[config.mk]
export PLATFORM = sky130hd
export DESIGN_NAME = axis_tx_arbiter
export DESIGN_NICKNAME = d
export VERILOG_FILES = /design/src/rtl/axis_arb_pkg.sv /design/src/rtl/axis_rr_picker.sv /design/src/rtl/axis_tx_arbiter.sv
export SDC_FILE = /design/constraint.sdc
export NUM_CORES = 1
export LEC_CHECK = 0
export ABC_AREA = 0
export BUFFER_PORTS_ARGS = -buffer_cell sky130_fd_sc_hd__buf_2
export CORE_MARGIN = 4
export CORE_UTILIZATION = 39
export CTS_BUF_LIST = sky130_fd_sc_hd__clkbuf_4
export DETAILED_ROUTE_END_ITERATION = 8
export GPL_TIMING_DRIVEN = 0
export HOLD_SLACK_MARGIN = 0.05
export PLACE_DENSITY = 0.79
export SYNTH_ARGS = -nofsm -noshare
export SYNTH_HDL_FRONTEND = slang
export SYNTH_SLANG_ARGS = --single-unit
export TNS_END_PERCENT = 10
[constraint.sdc]
create_clock -name ACLK -period 1.7 [get_ports ACLK]
set_clock_uncertainty 0.1 [all_clocks]
set_input_delay 0.255 -clock ACLK [delete_from_list [all_inputs] [get_ports ACLK]]
set_output_delay 0.255 -clock ACLK [all_outputs]
set_load 0.01 [all_outputs]
[src/rtl/axis_arb_pkg.sv]
// rtl/axis_arb_pkg.sv - shared types, limits and helpers for the AXI-Stream TX arbiter
//
// Contents:
//   arb_state_t : arbiter FSM state (ARB_IDLE, ARB_BUSY)
//   MAX_SRC     : largest supported source count
//   src_w(n)    : width of a source index for n sources, never less than 1
package axis_arb_pkg;

    typedef enum logic [0:0] {
        ARB_IDLE = 1'b0,
        ARB_BUSY = 1'b1
    } arb_state_t;

    localparam int MAX_SRC = 8;

    function automatic int src_w(input int n);
        int w;
        w = $clog2(n);
        return (w < 1) ? 1 : w;
    endfunction

endpackage

[src/rtl/axis_rr_picker.sv]
// rtl/axis_rr_picker.sv - combinational cyclic priority encoder for round-robin arbitration
//
// Ports:
//   req  : per-source request vector
//   ptr  : index at which the cyclic upward search starts
//   pick : first requester at or after ptr (wrapping), 0 when none
//   any  : high when at least one request is present
module axis_rr_picker
    import axis_arb_pkg::*;
#(
    parameter  int NUM_SRC = 4,
    localparam int SRC_W   = src_w(NUM_SRC)
) (
    input  logic [NUM_SRC-1:0] req,
    input  logic [SRC_W-1:0]   ptr,
    output logic [SRC_W-1:0]   pick,
    output logic               any
);

    logic [SRC_W-1:0] cand;

    // Walk the offsets from farthest to nearest so the nearest requester
    // (smallest offset from ptr) is the one left in pick at loop exit.
    always_comb begin
        pick = '0;
        any  = 1'b0;
        cand = '0;
        for (int i = NUM_SRC - 1; i >= 0; i--) begin
            cand = SRC_W'((int'(ptr) + i) % NUM_SRC);
            if (req[cand]) begin
                pick = cand;
                any  = 1'b1;
            end
        end
    end

endmodule

[src/rtl/axis_tx_arbiter.sv]
// rtl/axis_tx_arbiter.sv - packet-level round-robin arbiter sharing one AXI-Stream TX path
//
// Optional feature macro: AXIS_ARB_TID_TAG_EN (m_tid carries the source index of each beat;
// without it m_tid is tied to 0).
//
// Ports:
//   ACLK, ARESETn            : clock, asynchronous active-low reset
//   s_tvalid/s_tready/s_tlast: per-source handshake and packet end, one bit per source
//   s_tdata/s_tkeep/s_tuser  : per-source payload, source i in slice i of each bus
//   m_tvalid/m_tready/m_tlast: registered master handshake
//   m_tdata/m_tkeep/m_tuser  : registered master payload
//   m_tid                    : source tag of the presented beat
//   grant                    : index of the current packet owner
//   busy                     : high while a packet is owned
module axis_tx_arbiter
    import axis_arb_pkg::*;
#(
    parameter  int DATA_WIDTH = 16,
    parameter  int USER_WIDTH = 2,
    parameter  int NUM_SRC    = 4,
    localparam int SRC_W      = src_w(NUM_SRC),
    localparam int KEEP_W     = DATA_WIDTH / 8
) (
    input  logic                          ACLK,
    input  logic                          ARESETn,
    input  logic [NUM_SRC-1:0]            s_tvalid,
    output logic [NUM_SRC-1:0]            s_tready,
    input  logic [NUM_SRC*DATA_WIDTH-1:0] s_tdata,
    input  logic [NUM_SRC*KEEP_W-1:0]     s_tkeep,
    input  logic [NUM_SRC*USER_WIDTH-1:0] s_tuser,
    input  logic [NUM_SRC-1:0]            s_tlast,
    output logic                          m_tvalid,
    output logic                          m_tlast,
    input  logic                          m_tready,
    output logic [DATA_WIDTH-1:0]         m_tdata,
    output logic [KEEP_W-1:0]             m_tkeep,
    output logic [USER_WIDTH-1:0]         m_tuser,
    output logic [SRC_W-1:0]              m_tid,
    output logic [SRC_W-1:0]              grant,
    output logic                          busy
);

    arb_state_t       state, state_n;
    logic [SRC_W-1:0] grant_q;
    logic [SRC_W-1:0] rr_ptr;
    logic [SRC_W-1:0] pick;
    logic             any_req;
    logic             out_free;
    logic             accept;
    logic             sel_last;

    axis_rr_picker #(
        .NUM_SRC (NUM_SRC)
    ) u_picker (
        .req  (s_tvalid),
        .ptr  (rr_ptr),
        .pick (pick),
        .any  (any_req)
    );

    // The output register can take a new beat when empty or draining this cycle.
    assign out_free = !m_tvalid || m_tready;
    assign sel_last = s_tlast[grant_q];
    assign accept   = (state == ARB_BUSY) && s_tvalid[grant_q] && out_free;

    always_ff @(posedge ACLK or negedge ARESETn) begin
        if (!ARESETn) begin
            state <= ARB_IDLE;
        end else begin
            state <= state_n;
        end
    end

    always_comb begin
        state_n  = state;
        s_tready = '0;
        case (state)
            ARB_IDLE: begin
                if (any_req) begin
                    state_n = ARB_BUSY;
                end
            end
            ARB_BUSY: begin
                s_tready[grant_q] = out_free;
                if (accept && sel_last) begin
                    state_n = ARB_IDLE;
                end
            end
            default: state_n = ARB_IDLE;
        endcase
    end

    // Grant is only re-chosen in IDLE, so it stays frozen for the whole packet
    // even if the owner stalls.
    always_ff @(posedge ACLK or negedge ARESETn) begin
        if (!ARESETn) begin
            grant_q <= '0;
            rr_ptr  <= '0;
        end else begin
            if (state == ARB_IDLE && any_req) begin
                grant_q <= pick;
            end
            if (accept && sel_last) begin
                rr_ptr <= (grant_q == SRC_W'(NUM_SRC - 1)) ? '0 : grant_q + SRC_W'(1);
            end
        end
    end

    always_ff @(posedge ACLK or negedge ARESETn) begin
        if (!ARESETn) begin
            m_tvalid <= 1'b0;
            m_tlast  <= 1'b0;
            m_tdata  <= '0;
            m_tkeep  <= '0;
            m_tuser  <= '0;
        end else if (accept) begin
            m_tvalid <= 1'b1;
            m_tlast  <= sel_last;
            m_tdata  <= s_tdata[int'(grant_q) * DATA_WIDTH +: DATA_WIDTH];
            m_tkeep  <= s_tkeep[int'(grant_q) * KEEP_W +: KEEP_W];
            m_tuser  <= s_tuser[int'(grant_q) * USER_WIDTH +: USER_WIDTH];
        end else if (m_tready) begin
            m_tvalid <= 1'b0;
        end
    end

`ifdef AXIS_ARB_TID_TAG_EN
    logic [SRC_W-1:0] tid_q;

    always_ff @(posedge ACLK or negedge ARESETn) begin
        if (!ARESETn) begin
            tid_q <= '0;
        end else if (accept) begin
            tid_q <= grant_q;
        end
    end

    assign m_tid = tid_q;
`else
    assign m_tid = '0;
`endif

    assign grant = grant_q;
    assign busy  = (state == ARB_BUSY);

endmodule

==> results of run 1 <==
## metrics by stage
step	setup WS, ns	utilization [%]
floorplan	-0.109	-
detailed placement	-0.330	56.3
global route	-0.215	60.6
CTS	-0.165	60.6
finish	-0.164	60.6
global placement	-0.279	56.3
## cell families after synthesis
kind of cell	Yosys count
compound gates	9
fa+ha+maj	4
buf+inv	12
flops	27
mux	45
other cells	1
simple gates	17
## sequential cells by signal, indices dropped and copies added, names as in the netlist
| signal | cells |
|---|---|
| m_tdata | 16 |
| grant | 2 |
| m_tkeep | 2 |
| m_tuser | 2 |
| rr_ptr | 2 |
| busy | 1 |
| m_tlast | 1 |
| m_tvalid | 1 |
## final cells by class
type                       count  area share (%)
sequential                    27            25.3
clock inverter                 1           0.281
buffer                         8            4.72
multi-input combinational     77            39.9
timing repair buffer         131            25.7
clock buffer                   3           0.842
inverter                       3           0.795
tap                           52            2.43
## worst max path at each step
stage	start	end	slack (ns)	cells past startpoint
3_3_place_gp	grant[1]	s_tready[1]	-0.28	5
6_report	grant[1]	m_tdata[6]	-0.16	4
2_1_floorplan	grant[1]	m_tdata[0]	-0.11	4
3_5_place_dp	grant[1]	s_tready[0]	-0.33	5
5_1_grt	grant[1]	m_tdata[6]	-0.22	4
4_1_cts	grant[1]	m_tdata[6]	-0.16	4
## tightest hold or removal path: stages
cell and delay (ns):
buf_2 0.13, nor2b_1 0.10, o22ai_1 0.09
## timing repair
item                                    in CTS  in global routing
hold endpoints to repair                    27                  0
endpoints found under the setup margin      24                 26
gates resized for setup                     17                  0
hold buffers                                 1                  0
setup buffers                               11                  0
## power breakdown
part	internal (uW)	total, uW	switching [uW]
Clock	90.0	293	203
Combinational	1820	3000	1180
Sequential	981	1220	240
Total	2890	4510	1630
## layer usage
layer / global-route usage [%] / vias up / wire, um
li1: - / 720 / -
met1: 21.4 / 754 / 1960
met2: 31.9 / 77 / 2700
met3: 4.14 / 4 / 471
met4: 5.34 / 0 / 48
met5: 0 / - / 0
## cell usage after synthesis
library cell,n,area share [%]
buf_4,2,0.83
nand3_4,1,0.97
o22ai_1,1,0.35
inv_2,1,0.21
mux2i_1,2,1.1
a21oi_1,2,0.55
o21ai_0,2,0.55
conb_1,1,0.21
a21o_1,1,0.42
inv_1,2,0.42
o31ai_1,1,0.42
buf_6,3,1.9
nor2b_1,2,0.69
nand2b_1,2,0.69
mux2_1,2,1.2
nand2_1,6,1.2
o221ai_1,1,0.49
mux4_1,2,2.9
mux2_4,19,16
mux4_2,20,25
o21a_1,1,0.42
buf_2,2,0.55
ha_1,4,2.8
or4_1,1,0.42
nand4_2,1,0.69
and3_1,4,1.4
dfrtp_1,27,37
clkbuf_1,2,0.42
==> key figures, run 1 <==
Power and ir drop
  – Static leakage: 0.00138 uW
  – Total Power: 4510 uW
  – Pwr dens: approximately 1700 nW/um^2
  – VDD IR-drop max: between 700 and 800 uV

STA
  – Max Freq: 536 MHz
  – RSZ-0062 raised after global routing: yes
  – Setup-violating endpoint count in the final report: 25
  – Period Utilization, post-route: 110%
  – Final hold vios: 0
  – Setup WS post-layout: -0.164 ns
  – Slew Limit Fails: 0
  – Hold WS: ~0.17 ns
  – Final TNS setup: -3.37 ns
  – Worst Max-Slew Pin Slew: 0.610 ns
  – Final Critical Period: 1.86 ns
  – Max transition margin: about 59%

Finish
  – FILL cells: roughly 360
  – Register area: approximately 680 um^2
  – Synthesis-to-finish area growth: 48.2%
  – Layout cell share with drive strength beyond 1: 74.8%
  – # diodes: 0
  – Fin nets: 346
  – Final instance area: 2680 um^2
  – Commonest non-fill, non-tap cell in the layout: buf_2
  – Commonest cells after routing, fill and taps aside: buf_2 (119), dfrtp_1 (26), mux4_2 (20), mux2_4 (19), buf_4 (13)
  – Fin cells: ~300
  – Multi-input gate area: 1070 um^2

Logic synthesis
  – Yosys cell types: 28
  – Compound-Gate Fraction of Synth Area: 3.19%
  – Sequential element share of the synthesized area: 37.4%
  – Area of the mapped netlist: 1810 um^2
  – Simple-gate share of the synthesized area: 6.10%
  – Syn Inst Count: 115
  – Avg Cell Area, Syn: between 15 and 20 um^2
  – Synth Warn #: 0
  – Adder-Cell Fraction of Synth Area: 2.77%
  – Main combinational cell family by area after synthesis: multiplexers
  – Mux cell area share after synthesis: between 40% and 50%
  – Synthesized flop and latch total: 27
  – XOR/XNOR Fraction of Synth Area: 0%

Worst setup path
  – CP Data Arrival Time: 1.99 ns
  – Critical path class: reg -> reg
  – R2r endpoint: m_tdata[6]
  – CP Data Required Time: 1.83 ns
  – Setup slack, reg-to-reg: -0.16 ns
  – Crit-path leading delay family: multiplexers
  – Crit Reg-Reg Startpoint: grant[1]
  – CP peak stage delay: roughly 0.59 ns
  – Highest net fanout along the worst path: 10
  – CP Capture Type: flop
  – Crit start category: flop
  – Crit path buf inv count: 1
  – Worst path slowest cell: mux4_2
  – Crit-path cells: mux4_2 > nand3_4 > buf_12 > mux2_4
  – R2r worst-path depth: 4

Floorplanning
  – Die width: ~76 um
  – Die area: 5780 um^2
  – Starting Density: a little over 40%
  – Die height: approximately 76 um
  – Core ar.: approximately 4400 um^2
  – # IOs: 122
  – Placement Rows: 24

Detailed routing
  – Routed vias/inst: 5.15
  – Vias: 1555
  – Router iterations before antenna repair: 4
  – Total wire length: 5.18 mm
  – DRT antenna net count: 0
  – Drt wl/cell: 17.2 um
  – DRC Markers: 0
  – First-iteration detailed-routing DRC count: 38

Global routing
  – Largest net degree at the start of global routing: 28
  – Global-route wire length before repair: 8.45 mm
  – Initial antenna violation count: 0
  – Congestion Overflow GR: 0
  – Vias in the first global route: 1699
  – Tot GR Track Use: around 18%

Clock network
  – CTS Root Cell: clkbuf_4
  – Clk buf depth: 2
  – CTS Sinks: 27
  – Skew-Pair Late Insertion Delay: 0.32 ns
  – H-tree depth: 1
  – CTS tree: yes
  – Clock-pin slew on the worst setup and hold paths: 0.15 ns
  – Num CTS Buffers: 3

Status
  – Failing checks: negative setup slack
  – Status: finished, violations left

Flow run
  – Max Cap Violations: 0

Min path
  – Hold Crit Depth: 3
  – Worst min-delay path startpoint: s_tvalid[3]
  – Type of the most critical hold path: in -> reg
  – Min-Delay Endpoint: grant[1]

Place
  – GP Congestion: ~0.82
  – DP HPWL: slightly above 4 mm
  – Dpl cell area: 2490 um^2
  – Number of port buffers: between 100 and 150
  – Placed insts: 287
Power figures use the tool's default switching activity.
==> run 2, diff against run 1 <==
Settings changed: CORE_MARGIN 4 to default, MAX_ROUTING_LAYER from default to met4.
==> run 2 against run 1 <==
Net effect:
- the run still ends with negative setup slack left
- utilization decreased by 0.085 points
- first-iteration DRC count increased by 11%
- sequential share of layout area barely moved
- sequential power is essentially flat
- critical path type unchanged
==> key figures, run 2 (same netlist as run 1, synthesis figures left out) <==
STA
  – Final hold vios: 0
  – Final Critical Period: 1.85 ns
  – Hold WS: approximately 0.17 ns
  – Max transition margin: 58.9%
  – Max Freq: ~540 MHz
  – Setup-violating endpoint count in the final report: 25
  – Slew Limit Fails: 0
  – Setup WS post-layout: -0.154 ns
  – Worst Max-Slew Pin Slew: 0.617 ns
  – RSZ-0062 raised after global routing: yes
  – Period Utilization, post-route: 109%
  – Final TNS setup: -3.26 ns

Power and ir drop
  – Static leakage: 0.00138 uW
  – VDD IR-drop max: 623 uV
  – Pwr dens: 1680 nW/um^2
  – Combinational fraction of design power: 66.3%
  – Int Pwr: 2900 uW
  – Switch share: 35.5%
  – Clock power frac: 6.6%
  – Psw: 1600 uW
  – Reg power frac: 27.1%

Clock network
  – CTS Root Cell: clkbuf_4
  – CTS tree: yes
  – Skew-Pair Late Insertion Delay: 0.32 ns
  – Num CTS Buffers: 3
  – Clock-pin slew on the worst setup and hold paths: 0.15 ns
  – Clk buf depth: 2
  – H-tree depth: 1
  – CTS Sinks: 27

Floorplanning
  – Die width: 70.0 um
  – # IOs: roughly 120
  – Placement Rows: 24
  – Starting Density: 40.9%
  – Die height: 70.0 um
  – Core ar.: 4410 um^2
  – Die area: 4910 um^2

Global routing
  – Global-route wire length before repair: ~7.5 mm
  – Largest net degree at the start of global routing: 28
  – Vias in the first global route: 1551
  – Tot GR Track Use: 20.3%
  – Initial antenna violation count: 0
  – Congestion Overflow GR: 0

Place
  – GP Congestion: roughly 0.75
  – Dpl cell area: 2490 um^2
  – Number of port buffers: 119
  – DP HPWL: around 3.7 mm

Status
  – Failing checks: negative setup slack
  – Status: finished, violations left

Worst setup path
  – Highest net fanout along the worst path: 10
  – Critical path class: reg -> reg
  – CP Data Required Time: roughly 1.8 ns
  – CP Data Arrival Time: 1.98 ns
  – CP startpoint: grant[1]
  – Crit Reg-Reg Startpoint: grant[1]
  – Crit start category: flop
  – CP Capture Type: flop

Detailed routing
  – Router iterations before antenna repair: 4
  – First-iteration detailed-routing DRC count: 42
  – DRC Markers: 0
  – Drt wl/cell: 15.9 um
  – DRT antenna net count: 0
  – Vias: between 1500 and 2000
  – Routed vias/inst: just over 5
  – Total wire length: between 4 and 5 mm

Finish
  – Layout cell share with drive strength beyond 1: 74.8%
  – Final instance area: around 2700 um^2
  – Reg with most FFs: m_tdata
  – Fin nets: 346
  – # diodes: 0
  – Commonest non-fill, non-tap cell in the layout: buf_2
  – Commonest cells after routing, fill and taps aside: buf_2 (119), dfrtp_1 (26), mux4_2 (20), mux2_4 (19), buf_4 (12)
  – FILL cells: 384
  – Synthesis-to-finish area growth: 48.0%
  – Max reg flops: 16

Min path
  – Worst min-delay path startpoint: s_tvalid[3]
  – Type of the most critical hold path: in -> reg

Flow run
  – Max Cap Violations: 0
[run 2: cell types whose count changed in the layout (fill, tap and decap cells not counted), sizes merged]
cell	delta
clkinvlp	-1
clkbuf	+2
buf	-1
[run 2: power by group through the flow]
stage	Combinational (uW)	Sequential, uW	Clock, uW
after floorplan	1810	1360	0
after global placement	2610	1220	0
after detailed placement	2680	1240	0
after CTS	3020	1220	306
after global routing	3220	1260	323
final	2990	1220	297
[run 2: worst paths after layout]
kind	to	slack, ns	depth (start not counted)
hold / removal	grant[1]	0.17	3
setup reg to reg	m_tkeep[0]	-0.15	4
setup / recovery	m_tkeep[0]	-0.15	4
min in group asynchronous	m_tdata[8]	0.37	2
hold reg to reg	m_tlast	0.40	2
max in group asynchronous	grant[1]	0.70	2
[run 2: routing by layer]
layer | global-route usage, % | up-vias | part of all wire (%)
li1 | - | 719 | -
met3 | 2.45 | 2 | 6.8
met4 | 4.67 | 0 | 0.61
met1 | 24.5 | 759 | 40
met2 | 36.4 | 79 | 53
met5 | - | - | 0
[run 2: metrics by stage]
step,cells,total power (uW),utilization [%],setup WS (ns)
3_5_place_dp,287,3920,56.3,-0.303
2_1_floorplan,116,3160,-,-0.109
6_report,302,4500,60.5,-0.154
3_3_place_gp,287,3840,56.3,-0.264
4_1_cts,302,4550,60.5,-0.170
5_1_grt,302,4810,60.5,-0.220
[run 2: layout make-up]
cell class / instances / area [um^2] / area share [%]
Buffer: 9 / 128 / 4.78
Clock buffer: 4 / 30.0 / 1.12
Inverter: 3 / 23.8 / 0.890
Multi-Input combinational cell: 77 / 1070 / 40.0
Sequential cell: 27 / 677 / 25.3
Tap cell: 52 / 65.1 / 2.43
Timing Repair Buffer: 130 / 681 / 25.5
[run 2: repair_timing]
action | 4_1_cts | 5_1_grt
pin swaps | 1 | 0
buffers inserted | 10 | 0
endpoints found under the setup margin | 24 | 26
endpoints found under the hold margin | 27 | 0
resized for setup | 18 | 0
hold buffers | 1 | 0
[run 2: critical path, cell delays in order (launching register included)]
cell and delay [ns]:
dfrtp_2 0.46, mux4_2 0.58, nand3_4 0.14, buf_12 0.16, mux2_4 0.31
==> run 3, diff against run 2 <==
Settings changed: CORE_UTILIZATION 39 to 38, PLACE_DENSITY 0.79 to 0.78, SYNTH_HIERARCHICAL from default to 1.
==> run 3 against run 2 <==
Net effect:
- the run still ends with negative setup slack left
- synthesized area down 4.5%
- critical path depth rose by 2
- count of clock-buffer cells in the layout unchanged
- global-route usage up 1.0 points
- register-to-register slack lost 0.096 ns
- flip-flop and latch count did not move
- fmax down 4.9%
- wire length rose by 0.92%
- critical endpoint is now m_tuser[1]
==> key figures, run 3 <==
Status
  – Status: finished, violations left
  – Failing checks: negative setup slack

Worst setup path
  – Crit Reg-Reg Startpoint: grant[0]
  – Crit start category: flop
  – Setup slack, reg-to-reg: -0.25 ns
  – R2r endpoint: m_tuser[1]
  – Highest net fanout along the worst path: 5
  – CP Data Arrival Time: 2.08 ns
  – R2r worst-path depth: 6
  – CP Data Required Time: 1.83 ns
  – CP Capture Type: flop
  – Critical path class: reg -> reg

Floorplanning
  – Die area: 4810 um^2
  – Placement Rows: 24
  – Die width: 69.4 um
  – # IOs: 122
  – Die height: 69.4 um
  – Core ar.: 4350 um^2
  – Starting Density: 39.6%

Logic synthesis
  – Avg Cell Area, Syn: around 15 um^2
  – Post-synth top flop: dfrtp_1
  – Area of the mapped netlist: 1720 um^2
  – Synth Warn #: 6
  – Post-synth top area cell: dfrtp_1
  – Synthesized flop and latch total: 27
  – Async S/R FF share, synth: 100%
  – Yosys cell types: 26
  – Synth top area cells: dfrtp_1 (39%), mux4_2 (29%), mux2_2 (14%), ha_1 (2.9%), buf_6 (2.0%)
  – Most frequent cell after synthesis: dfrtp_1
  – Syn Inst Count: 117
  – Sequential element share of the synthesized area: 39.2%
  – Post-synth top cells: dfrtp_1 (27), mux4_2 (22), mux2_2 (21), nand2_1 (6), nor2_1 (5)
  – Post-synth EDFFs: 0
  – Post-synth top area share: ~39%

Global routing
  – Congestion Overflow GR: 0
  – Largest net degree at the start of global routing: 28
  – Vias in the first global route: 1630
  – Initial antenna violation count: 0
  – Global-route wire length before repair: 7.82 mm
  – Tot GR Track Use: 21.3%

STA
  – Setup WS post-layout: -0.249 ns
  – Final Critical Period: 1.95 ns
  – Max Freq: 513 MHz
  – Hold WS: about 0.16 ns
  – Period Utilization, post-route: 115%
  – RSZ-0062 raised after global routing: yes
  – Final TNS setup: -5.90 ns
  – Max transition margin: between 50% and 60%
  – Setup-violating endpoint count in the final report: 28
  – Slew Limit Fails: 0
  – Worst Max-Slew Pin Slew: 0.637 ns
  – Final hold vios: 0

Detailed routing
  – Total wire length: 4.84 mm
  – Vias: 1574
  – Routed vias/inst: 5.11
  – DRC Markers: 0
  – First-iteration detailed-routing DRC count: 70
  – Router iterations before antenna repair: 4
  – Drt wl/cell: between 15 and 20 um
  – DRT antenna net count: 0

Power and ir drop
  – Reg power frac: between 20% and 30%
  – Static leakage: 0.00140 uW
  – VDD IR-drop max: about 640 uV
  – Pwr dens: 1700 nW/um^2
  – Combinational fraction of design power: between 60% and 70%
  – Clock power frac: 6.5%
  – Switch share: between 30% and 40%
  – Int Pwr: a little over 3000 uW
  – Psw: 1650 uW

Finish
  – Final instance area: 2760 um^2
  – Synthesis-to-finish area growth: 59.8%
  – Max reg flops: 16
  – Commonest non-fill, non-tap cell in the layout: buf_2
  – Fin nets: 352
  – Layout cell share with drive strength beyond 1: roughly three quarters
  – # diodes: 0
  – Reg with most FFs: m_tdata
  – Commonest cells after routing, fill and taps aside: buf_2 (119), dfrtp_1 (26), mux4_2 (22), mux2_4 (21), buf_4 (9)

Clock network
  – Skew-Pair Late Insertion Delay: roughly 0.32 ns
  – Num CTS Buffers: 3
  – CTS Root Cell: clkbuf_4
  – CTS Sinks: 27
  – Clk buf depth: 2
  – H-tree depth: 1
  – Clock-pin slew on the worst setup and hold paths: 0.15 ns
  – CTS tree: yes

Flow run
  – Max Cap Violations: 0

Min path
  – Worst min-delay path startpoint: s_tvalid[0]
  – Hold Crit Depth: 4
  – Type of the most critical hold path: in -> reg
  – Min-Delay Endpoint: grant[0]

Place
  – Dpl ws: -0.344 ns
  – Dpl cell area: 2390 um^2
  – DP HPWL: roughly 3.6 mm
  – GP Congestion: 0.779
  – Number of port buffers: 119
run 3: cell count changes in the layout (fill, tap and decap cells not counted), moves of 2 or more:
cell	delta
nor2_1	+5
buf_4	-3
buf_6	+3
buf_8	+3
mux2_1	-2
mux2_4	+2
mux4_1	-2
mux4_2	+2
run 3: worst max-delay path by stage:
stage               startpoint           to  depth (start not counted)
detailed placement    grant[1]  s_tready[1]                          5
global placement      grant[1]  s_tready[1]                          5
CTS                   grant[0]   m_tdata[7]                          6
finish                grant[0]   m_tuser[1]                          6
floorplan             grant[0]  m_tdata[10]                          5
global route          grant[0]   m_tdata[9]                          6
run 3: what timing repair did:
item / 4_1_cts / 5_1_grt
endpoints found under the hold margin: 27 / 0
buffers inserted: 12 / 1
pin swaps: 1 / 0
cloned: 1 / 0
endpoints found under the setup margin: 27 / 28
resized for setup: 52 / 2
hold buffers: 1 / 0
run 3: metal layers:
| metal | vias to the layer above | routed length (um) | global-route usage [%] |
|---|---|---|---|
| li1 | 727 | - | - |
| met1 | 783 | 1950 | 26.4 |
| met2 | 56 | 2670 | 36.5 |
| met3 | 8 | 139 | 1.74 |
| met4 | 0 | 75 | 8.39 |
| met5 | - | 0 | - |
run 3: final cells by class:
type	count	area, um^2
tap	52	65.1
inverter	2	22.5
fill	351	1600
buffer	9	113
sequential	27	677
multi-input combinational	80	1090
clock buffer	4	30.0
timing repair buffer	134	758
run 3: cell families after synthesis:
logic type / synth area share (%)
multiplexers: 43.7
flip-flops: 39.2
AND/OR/NAND/NOR: 6.68
buffers and inverters: 4.28
AO/OA/AOI/OAI: 3.05
adder cells (fa/ha/maj): 2.90
other: 0.217
run 3: per-stage QoR:
step	total power, uW	utilization, %	cells
after floorplan	2770	-	118
after global placement	3420	54.9	289
final	4680	63.3	308
after global routing	4990	63.3	308
after detailed placement	3500	54.9	289
after CTS	4680	63.0	307
run 3: worst max-delay path, cell delays in order, from the launching register on:
cell and delay [ns]:
dfrtp_1 0.40, buf_6 0.13, mux4_2 0.55, nand3_4 0.13, buf_12 0.12, buf_8 0.12, mux2_4 0.30
run 3: power groups by stage:
stage | sequential, uW | clock (uW) | combinational [uW]
2_1_floorplan | 1330 | 0 | 1440
3_3_place_gp | 1190 | 0 | 2230
3_5_place_dp | 1210 | 0 | 2290
4_1_cts | 1190 | 314 | 3170
5_1_grt | 1240 | 349 | 3400
6_report | 1190 | 303 | 3180
